**src/rtl/cordic_iter.sv**
```systemverilog
// Iterative CORDIC engine: one micro-rotation per clock, rotation and vectoring
// modes, quadrant pre-rotation for full +/-180 degree coverage, start/busy/done handshake.
module cordic_iter #(
  parameter int DW   = 32,
  parameter int ITER = 16
) (
  input  logic                 clk,
  input  logic                 rst,
  input  logic                 start,
  input  logic                 mode,
  input  logic signed [DW-1:0] x_in,
  input  logic signed [DW-1:0] y_in,
  input  logic signed [31:0]   z_in,
  output logic                 busy,
  output logic                 done,
  output logic signed [DW-1:0] x_out,
  output logic signed [DW-1:0] y_out,
  output logic signed [31:0]   z_out
);

  localparam int XW = DW + 2;
  localparam logic signed [31:0]   NINETY  = 32'sd5898240;
  localparam logic [4:0]           LAST    = 5'(ITER - 1);
  localparam logic signed [XW-1:0] SAT_MAX = {3'b000, {(DW-1){1'b1}}};
  localparam logic signed [XW-1:0] SAT_MIN = {3'b111, {(DW-1){1'b0}}};

  typedef enum logic [0:0] {
    S_IDLE = 1'b0,
    S_RUN  = 1'b1
  } state_t;

  // Arctangent of 2^-idx in degrees, Q16.16
  function automatic logic signed [31:0] atan_lut(input logic [4:0] idx);
    case (idx)
      5'd0:    atan_lut = 32'sd2949120;
      5'd1:    atan_lut = 32'sd1740967;
      5'd2:    atan_lut = 32'sd919879;
      5'd3:    atan_lut = 32'sd466945;
      5'd4:    atan_lut = 32'sd234378;
      5'd5:    atan_lut = 32'sd117303;
      5'd6:    atan_lut = 32'sd58666;
      5'd7:    atan_lut = 32'sd29334;
      5'd8:    atan_lut = 32'sd14667;
      5'd9:    atan_lut = 32'sd7333;
      5'd10:   atan_lut = 32'sd3666;
      5'd11:   atan_lut = 32'sd1833;
      5'd12:   atan_lut = 32'sd916;
      5'd13:   atan_lut = 32'sd458;
      5'd14:   atan_lut = 32'sd229;
      5'd15:   atan_lut = 32'sd114;
      5'd16:   atan_lut = 32'sd57;
      5'd17:   atan_lut = 32'sd28;
      5'd18:   atan_lut = 32'sd14;
      5'd19:   atan_lut = 32'sd7;
      default: atan_lut = 32'sd0;
    endcase
  endfunction

  // Clamp the widened datapath value back into the DW-bit signed port range
  function automatic logic signed [DW-1:0] sat(input logic signed [XW-1:0] v);
    if (v > SAT_MAX) begin
      sat = SAT_MAX[DW-1:0];
    end else if (v < SAT_MIN) begin
      sat = SAT_MIN[DW-1:0];
    end else begin
      sat = v[DW-1:0];
    end
  endfunction

  state_t                state_r;
  state_t                state_nx_s;
  logic                  mode_r;
  logic signed [XW-1:0]  x_r;
  logic signed [XW-1:0]  y_r;
  logic signed [31:0]    z_r;
  logic [4:0]            cnt_r;

  logic                  load_s;
  logic                  step_s;
  logic                  last_s;

  logic signed [XW-1:0]  x_ext_s;
  logic signed [XW-1:0]  y_ext_s;
  logic signed [XW-1:0]  x_pre_s;
  logic signed [XW-1:0]  y_pre_s;
  logic signed [31:0]    z_pre_s;

  logic                  d_pos_s;
  logic signed [XW-1:0]  x_sh_s;
  logic signed [XW-1:0]  y_sh_s;
  logic signed [XW-1:0]  x_nx_s;
  logic signed [XW-1:0]  y_nx_s;
  logic signed [31:0]    z_nx_s;

  assign x_ext_s = {{2{x_in[DW-1]}}, x_in};
  assign y_ext_s = {{2{y_in[DW-1]}}, y_in};

  // State register
  always_ff @(posedge clk) begin
    if (rst) begin
      state_r <= S_IDLE;
    end else begin
      state_r <= state_nx_s;
    end
  end

  // Next-state logic
  always_comb begin
    state_nx_s = state_r;
    case (state_r)
      S_IDLE: begin
        if (start) begin
          state_nx_s = S_RUN;
        end else begin
          state_nx_s = S_IDLE;
        end
      end
      S_RUN: begin
        if (cnt_r == LAST) begin
          state_nx_s = S_IDLE;
        end else begin
          state_nx_s = S_RUN;
        end
      end
      default: state_nx_s = S_IDLE;
    endcase
  end

  // Control decode from the current state
  always_comb begin
    load_s = 1'b0;
    step_s = 1'b0;
    last_s = 1'b0;
    case (state_r)
      S_IDLE: begin
        load_s = start;
      end
      S_RUN: begin
        step_s = 1'b1;
        last_s = (cnt_r == LAST);
      end
      default: begin
        load_s = 1'b0;
      end
    endcase
  end

  // Quadrant pre-rotation so the micro-rotations only need to cover +/-90 degrees
  always_comb begin
    x_pre_s = x_ext_s;
    y_pre_s = y_ext_s;
    z_pre_s = z_in;
    if (mode == 1'b0) begin
      if (z_in > NINETY) begin
        x_pre_s = -y_ext_s;
        y_pre_s = x_ext_s;
        z_pre_s = z_in - NINETY;
      end else if (z_in < -NINETY) begin
        x_pre_s = y_ext_s;
        y_pre_s = -x_ext_s;
        z_pre_s = z_in + NINETY;
      end else begin
        z_pre_s = z_in;
      end
    end else begin
      if (x_ext_s[XW-1] && !y_ext_s[XW-1]) begin
        x_pre_s = y_ext_s;
        y_pre_s = -x_ext_s;
        z_pre_s = z_in + NINETY;
      end else if (x_ext_s[XW-1] && y_ext_s[XW-1]) begin
        x_pre_s = -y_ext_s;
        y_pre_s = x_ext_s;
        z_pre_s = z_in - NINETY;
      end else begin
        z_pre_s = z_in;
      end
    end
  end

  // One micro-rotation on the working registers
  always_comb begin
    x_sh_s  = x_r >>> cnt_r;
    y_sh_s  = y_r >>> cnt_r;
    d_pos_s = mode_r ? y_r[XW-1] : ~z_r[31];
    if (d_pos_s) begin
      x_nx_s = x_r - y_sh_s;
      y_nx_s = y_r + x_sh_s;
      z_nx_s = z_r - atan_lut(cnt_r);
    end else begin
      x_nx_s = x_r + y_sh_s;
      y_nx_s = y_r - x_sh_s;
      z_nx_s = z_r + atan_lut(cnt_r);
    end
  end

  // Datapath, counter and registered handshake/result outputs
  always_ff @(posedge clk) begin
    if (rst) begin
      mode_r <= 1'b0;
      x_r    <= '0;
      y_r    <= '0;
      z_r    <= 32'sd0;
      cnt_r  <= 5'd0;
      busy   <= 1'b0;
      done   <= 1'b0;
      x_out  <= '0;
      y_out  <= '0;
      z_out  <= 32'sd0;
    end else begin
      done <= 1'b0;
      if (load_s) begin
        mode_r <= mode;
        x_r    <= x_pre_s;
        y_r    <= y_pre_s;
        z_r    <= z_pre_s;
        cnt_r  <= 5'd0;
        busy   <= 1'b1;
      end else if (step_s) begin
        x_r   <= x_nx_s;
        y_r   <= y_nx_s;
        z_r   <= z_nx_s;
        cnt_r <= cnt_r + 5'd1;
        if (last_s) begin
          busy  <= 1'b0;
          done  <= 1'b1;
          x_out <= sat(x_nx_s);
          y_out <= sat(y_nx_s);
          z_out <= z_nx_s;
        end else begin
          busy <= 1'b1;
        end
      end else begin
        busy <= 1'b0;
      end
    end
  end

endmodule

```
**config.mk**
```make
export PLATFORM = sky130hd
export DESIGN_NAME = cordic_iter
export DESIGN_NICKNAME = d
export VERILOG_FILES = /design/src/rtl/cordic_iter.sv
export SDC_FILE = /design/constraint.sdc
export NUM_CORES = 1
export LEC_CHECK = 0
export CAP_MARGIN = 10
export CORE_UTILIZATION = 25
export CTS_CLUSTER_DIAMETER = 100
export DETAILED_ROUTE_END_ITERATION = 8
export PLACE_DENSITY_LB_ADDON = 0.3
export SKIP_LAST_GASP = 1
export SLEW_MARGIN = 20
export SYNTH_ARGS = -nofsm -noshare
export SYNTH_HDL_FRONTEND = slang
export SYNTH_SLANG_ARGS = --single-unit
export TNS_END_PERCENT = 50
```
**constraint.sdc**
```tcl
create_clock -name clk -period 7.7 [get_ports clk]
set_clock_uncertainty 0.05 [all_clocks]
set_input_delay 1.925 -clock clk [delete_from_list [all_inputs] [get_ports clk]]
set_output_delay 1.925 -clock clk [all_outputs]
set_load 0.01 [all_outputs]
```
# Yosys cells after proc, flatten, opt, wreduce, memory -nomap -nowiden
# Memory sizes are Yosys's and may differ from the RTL's. A register that Yosys moved wholly into a read port is not among the register bits.
# Index checks and enable logic that the tools add are counted.
[word_totals]
latch_bits = 0
romBits = 1408
elab_cells = 89
mem_bits_rw = 0
output_inout_bits = 98
mem_count = 2
inputBits = 100
ff_bits = 205
[mem_list]
columns = ["name", "depth", "width", "rd", "rd_clocked_by_memory_dff", "write_ports", "line_no", "source"]
rows = [
  ["(name not given)", 32, 22, 1, 1, 0, "34", "case (idx)"],
  ["(name not given)", 32, 22, 1, 1, 0, "34", ""],
]
[classes]
n_mux = 45
n_mul = 0
n_lt_le_gt_ge = 6
div = 0
eq_ne = 1
bitwise = 4
reduce_logical = 7
shifts = 2
add_sub_neg = 11
[op_table]
columns = ["operator", "n"]
rows = [
  ["2-to-1 mux 34 bit", 16],
  ["2-to-1 mux 32 bit", 14],
  ["adder 34 bit", 2],
  ["greater-than comparator 34 x 32 -> 1 bit, second input constant", 2],
  ["< comparator 34 x 32 -> 1 bit, second input constant", 2],
  ["negation 32 -> 34 bit", 2],
  [">>> shifter 34 x 5 -> 34 bit", 2],
  ["subtractor 34 bit", 2],
  ["adder 32 x 24 -> 32 bit, second input constant", 1],
  ["adder 32 bit", 1],
  ["greater-than comparator 32 x 24 -> 1 bit, second input constant", 1],
  ["< comparator 32 x 24 -> 1 bit, second input constant", 1],
  ["subtractor 32 x 24 -> 32 bit, second input constant", 1],
  ["subtractor 32 bit", 1],
  ["2-to-1 mux 5 bit", 4],
  ["2-to-1 mux 1 bit", 10],
  ["adder 5 x 1 -> 5 bit, second input constant", 1],
  ["equality test 5 x 4 -> 1 bit, second input constant", 1],
  ["inverter 1 bit", 4],
  ["AND reduction 3 bit", 1],
  ["OR reduction 3 bit", 1],
  ["logical AND 1 bit", 2],
  ["one-hot mux 1 bit (2 select lines)", 1],
  ["nonzero test 2 bit", 1],
  ["2 further kinds", 2],
]

# Longest topological paths before layout
[depth]
depth_word = 7
depth_mapped = 32
depth_no_buf = 27

# Worst setup path after synthesis
# No wires, ideal clock.
[synth_path]
path_kind = "flip-flop to flip-flop"
startpoint = "reg cnt_r[1]"
endpoint = "reg x_out[25]"
required_ps = 7580
synth_period_minus_slack_ps = 6039
n_path_buf = 6
stages_incl_launch_ff = 29
setup_ps = 70
path_slack_ps = 1661
t_arrival_ps = 5919
path_cell_list = "dfxtp_1 -> buf_6 -> buf_6 -> buf_6 -> buf_6 -> mux4_2 -> mux2i_1 -> o22ai_1 -> nor3_4 -> ha_1 -> inv_1 -> nor3_1 -> nand3_1 -> nor2_1 -> nor2_1 -> xnor2_1 -> ha_1 -> clkbuf_1 -> and4_1 -> and3_1 -> a221oi_1 -> o21ai_0 -> a211oi_1 -> o31ai_1 -> or4_1 -> nand3_1 -> clkbuf_1 -> o21ai_0 -> a21oi_1"
[synth_between]
elab_chain_cells = 6
word_cells_on_any_way = 11
classes_between = "add/sub (2); order compare (2); eq/ne (1); shift (1); mux (4); reduce/logical (1)"
[synth_rtl]
columns = ["item", "line_no", "source"]
rows = [
  ["start: declaration", "76", "logic [4:0] cnt_r;"],
  ["start signal: assignment", "222", "cnt_r <= cnt_r + 5'd1;"],
  [">>> shifter 34 x 5 -> 34 bit", "183", "y_sh_s = y_r >>> cnt_r;"],
  ["adder 34 bit / subtractor 34 bit (equally long branches)", "190, 186", ""],
  ["2-to-1 mux 34 bit", "185", "if (d_pos_s) begin"],
  ["< comparator 34 x 32 -> 1 bit", "63", "end else if (v < SAT_MIN) begin"],
  ["2-to-1 mux 32 bit", "63", ""],
  ["2-to-1 mux 32 bit", "61", "if (v > SAT_MAX) begin"],
  ["end signal: assignment", "226", "x_out <= sat(x_nx_s);"],
  ["end: declaration", "16", "output logic signed [DW-1:0] x_out,"],
]
# Several ways; a longest one is shown, not always the timed one.
# A chain may end at the register's enable or synchronous reset.

# Worst setup path after layout
[layout_path]
startpoint = "reg cnt_r[0]"
endpoint = "reg x_out[11]"
# The elaborated chain is that of the path after synthesis.

==> results.py <==
metrics = {
    "worst_setup_path": {
        "crit_family": "compound AO/OA/AOI/OAI gates",
        "crit_path_end": "x_out[11]$_SDFFE_PP0P_",
        "worst_ep_arrival_time_ns": 7.56,
        "crit_fanout": 56,
        "cpMostUsedCell": "o21ai_0",
        "cp.depth": 24,
        "end_kind": "flop",
        "r2r_start": "cnt_r[0]$_SDFFE_PP0P_",
        "cp_slowest_stage_delay_ns": 0.67,
        "r2r-end": "x_out[11]$_SDFFE_PP0P_",
        "critPathSlowestCell": "mux4_2",
        "critical_path_class": "flop to flop",
        "critPathLaunchType": "flop",
        "critPathLaunch": "cnt_r[0]$_SDFFE_PP0P_",
        "cp.required_ns": 8.19,
        "timing.reg2reg.setup_slack_ns": 0.64,
        "crit_chain": "buf_12, mux4_2, a22oi_1, o21ai_1, a221oi_2, nand3_2, nor3_2, and2_1, and2b_1, a21oi_1, xor2_1, o21ai_0, ha_1, and4_1, nand4_1, o31ai_1, o2111a_1, o21ai_0, a2111oi_0, nor4_2, a211oi_4, buf_4, o21ai_0, a21oi_1",
        "r2r_cells": 24,
        "path_buf_inv": 2,
    },
    "cells_and_area": {
        "final_cell_mix": "a21oi_1 (381), nand2_1 (336), nor2_1 (335), o21ai_0 (318), dfxtp_1 (220)",
        "drive_above_1_share": 0.09629,
        "syn2layout_area_growth_pct": 16.18,
        "final_common_cell": "a21oi_1",
        "layout.nets": 3807,
    },
    "pwr": {
        "p_per_area_mw_per_mm2": 345.7,
        "cellLeakagePower_nw": 10.99,
        "internal_power_mw": 4.838,
        "power_frac_seq": 0.167,
        "swShare": 0.5408,
        "comb_power_share": 0.693,
        "p_sw_mw": 5.699,
        "ir_worst_vdd_v": 0.0002313,
        "p_clk_frac": 0.140,
    },
    "timing": {
        "final_hold_viol_count": 0,
        "drv_slew": 0,
        "min_period_ns": 7.062,
        "holdWs_ns": 0.4071,
        "rsz0062_at_grt": "false",
        "setup_tns_ns": 0,
        "max_freq_mhz": 141.6,
        "setup_viol": 0,
        "min_period_over_period": 0.9171,
        "worst_pin_slew_ns": 1.093,
        "relSlewSlack": 0.2622,
    },
    "logic_synthesis": {
        "ys_seq_area_frac": 0.1725,
        "syn_area_mm2": 0.02624,
        "synth_top_family_by_area": "compound AO/OA/AOI/OAI gates",
        "yosys_register_bits": 226,
        "synth_mux_area_frac": 0.1095,
        "synth_edf_count": 0,
        "synth_cell_types": 107,
        "ys_async_sr_fraction": 0,
        "synthSimpleGateAreaFrac": 0.2070,
        "synth_fp_nets": 3769,
        "ys.flop_type": "dfxtp_1",
        "synth_cells": 3551,
        "yosysWarnings": 0,
        "synthXorXnorAreaFrac": 0.07731,
        "synth_compound_area_frac": 0.3160,
        "synth_fa_ha_area_frac": 0.05713,
        "synth.avg_cell_area_um2": 7.388,
    },
    "floorplan": {
        "start_util": 0.2528,
        "io_pins": 198,
        "num_rows": 118,
        "die_y_um": 325.9,
        "fp.dieArea_mm2": 0.1062,
        "coreArea_mm2": 0.1038,
        "dieWidth_um": 325.9,
    },
    "placed_design": {
        "place_congestion": 0.9959,
        "dpl.hpwl_mm": 93.29,
        "port-buffer-count": 197,
    },
    "route": {
        "viasPerCell": 5.787,
        "drc": 0,
        "vias": 28900,
        "routed_wirelength_mm": 123.5,
        "routedWlPerCell_um": 24.72,
        "drt-pass1-iter-count": 8,
        "drt-initial-drc-count": 3237,
        "ant_nets": 0,
    },
    "min_path": {
        "hp-class": "flop to flop",
        "holdCritStartpoint": "z_out[17]$_SDFFE_PP0P_",
    },
    "clock_network": {
        "ctsHoldBuffers": 0,
        "cts.sinks": 226,
        "cts_tree": "built",
        "clk_pin_slew_ns": 0.07,
        "cts.path.max_buffers": 3,
        "htree_levels": 1,
        "clockRootBuffer": "clkbuf_16",
        "clock_latency_ns": 0.62,
        "cts_buffers": 31,
    },
    "grt": {
        "groute.usage.overall": 0.2210,
        "grt.overflow.total": 0,
        "grt_start_max_net_pins": 91,
        "grt_pass1_wl_mm": 180.3,
        "grt_pass1_vias": 26570,
        "grt_antenna_before_repair": 11,
    },
    "outcome": {
        "outcome": "complete, no violations",
    },
    "job": {
        "maxCapViolations": 0,
    },
}
-- state kept, by name (all words and copies together), names as in the netlist, named ones only --
name	flops
y_out	32
y_r	34
state_r	1
done	1
x_out	32
z_out	32
mode_r	1
z_r	32
x_r	34
cnt_r	5
-- through the flow --
stage | std cells | area (um2) | worst slack (ns) | power, mW | util
6_report | 4995 | 30480 | 0.6384 | 10.54 | 0.2937
5_1_grt | 4995 | 30480 | 0.01810 | 11.10 | 0.2937
2_1_floorplan | 3551 | 26240 | 1.661 | 6.308 | -
4_1_cts | 4993 | 30450 | 0.4385 | 10.41 | 0.2934
3_3_place_gp | 4935 | 29430 | 0.5262 | 8.950 | 0.2835
3_5_place_dp | 4935 | 29430 | 0.4934 | 8.882 | 0.2835
-- routing by layer --
metal	share of wire	global-route usage	wire length, um	vias to the layer above
met5	0.00080	0	99	-
li1	-	-	-	13300
met2	0.44	0.3462	54480	1415
met3	0.080	0.03441	9816	296
met1	0.42	0.2910	51630	13880
met4	0.060	0.1170	7440	14
-- worst min path at each step --
| stage | end | slack [ns] | cells past startpoint |
|---|---|---|---|
| final | z_out[17]$_SDFFE_PP0P_ | 0.41 | 2 |
| after global routing | z_out[18]$_SDFFE_PP0P_ | 0.44 | 2 |
| after CTS | z_out[17]$_SDFFE_PP0P_ | 0.41 | 2 |
| after detailed placement | z_out[10]$_SDFFE_PP0P_ | 0.40 | 2 |
| after global placement | z_out[1]$_SDFFE_PP0P_ | 0.40 | 2 |
| after floorplan | mode_r$_SDFFE_PP0P_ | 0.41 | 2 |
-- power groups by stage --
| stage | registers, mW | clock network, mW | logic (mW) |
|---|---|---|---|
| after floorplan | 1.51 | 0 | 4.80 |
| after global placement | 1.76 | 0 | 7.19 |
| after CTS | 1.73 | 1.50 | 7.18 |
| after detailed placement | 1.76 | 0 | 7.13 |
| after global routing | 1.74 | 1.55 | 7.81 |
| final | 1.76 | 1.47 | 7.30 |
-- worst reg2reg max path, stage by stage, from the launching register on --
cell and delay (ns):
dfxtp_4 0.50, buf_12 0.38, mux4_2 0.70, a22oi_1 0.36
o21ai_1 0.16, a221oi_2 0.39, nand3_2 0.19, nor3_2 0.40
and2_1 0.27, and2b_1 0.16, a21oi_1 0.08, xor2_1 0.15
o21ai_0 0.11, ha_1 0.42, and4_1 0.28, nand4_1 0.09
o31ai_1 0.28, o2111a_1 0.23, o21ai_0 0.14, a2111oi_0 0.56
nor4_2 0.13, a211oi_4 0.37, buf_4 0.28, o21ai_0 0.12
a21oi_1 0.18
-- area by class of cell --
| type | instances | area, um2 |
|---|---|---|
| multi-input cells | 2963 | 20170 |
| clock buffers | 38 | 842.1 |
| diodes | 1 | 2.502 |
| repair buffers | 294 | 2745 |
| flip-flops and latches | 226 | 4542 |
| inverters | 73 | 274.0 |
| clock inverters | 20 | 182.7 |
| fillers | 11340 | 73310 |
| well taps | 1380 | 1727 |
-- synth_stat cells (20+ instances only) --
master,count,share of area
nand2b_1,41,0.0098
nor4_1,27,0.0064
nand2_1,337,0.048
dfxtp_1,226,0.17
xor2_1,89,0.030
buf_2,29,0.0055
or3_1,49,0.012
nor2b_1,47,0.011
o31ai_1,20,0.0057
o22ai_1,33,0.0079
a21o_1,41,0.012
a31oi_1,55,0.013
a221oi_1,29,0.0097
a21oi_1,383,0.073
a22oi_1,34,0.0097
nor2_1,338,0.048
o211ai_1,45,0.013
o21a_1,38,0.011
nand3_1,53,0.010
o221ai_1,21,0.0070
inv_1,68,0.0097
and2_1,34,0.0081
mux4_2,89,0.076
nor3_1,83,0.016
ha_1,115,0.055
mux2i_1,56,0.021
a211oi_1,103,0.029
o21ai_0,318,0.061
xnor2_1,140,0.047
clkbuf_1,194,0.028
and3_1,21,0.0050
buf_1,33,0.0047
-- kinds of logic after synthesis --
kind of cell	Yosys count
XOR/XNOR	230
AND/OR/NAND/NOR	1135
AO/OA/AOI/OAI	1310
multiplexers	170
adder cells (fa/ha/maj)	118
buffers and inverters	362
flip-flops	226
-- timing repair --
action,4_1_cts,5_1_grt
setup endpoints to repair,0,60
endpoints found under the hold margin,0,0
buffers inserted,0,1
gates resized for setup,0,1
(Power assumes the default switching activity.)
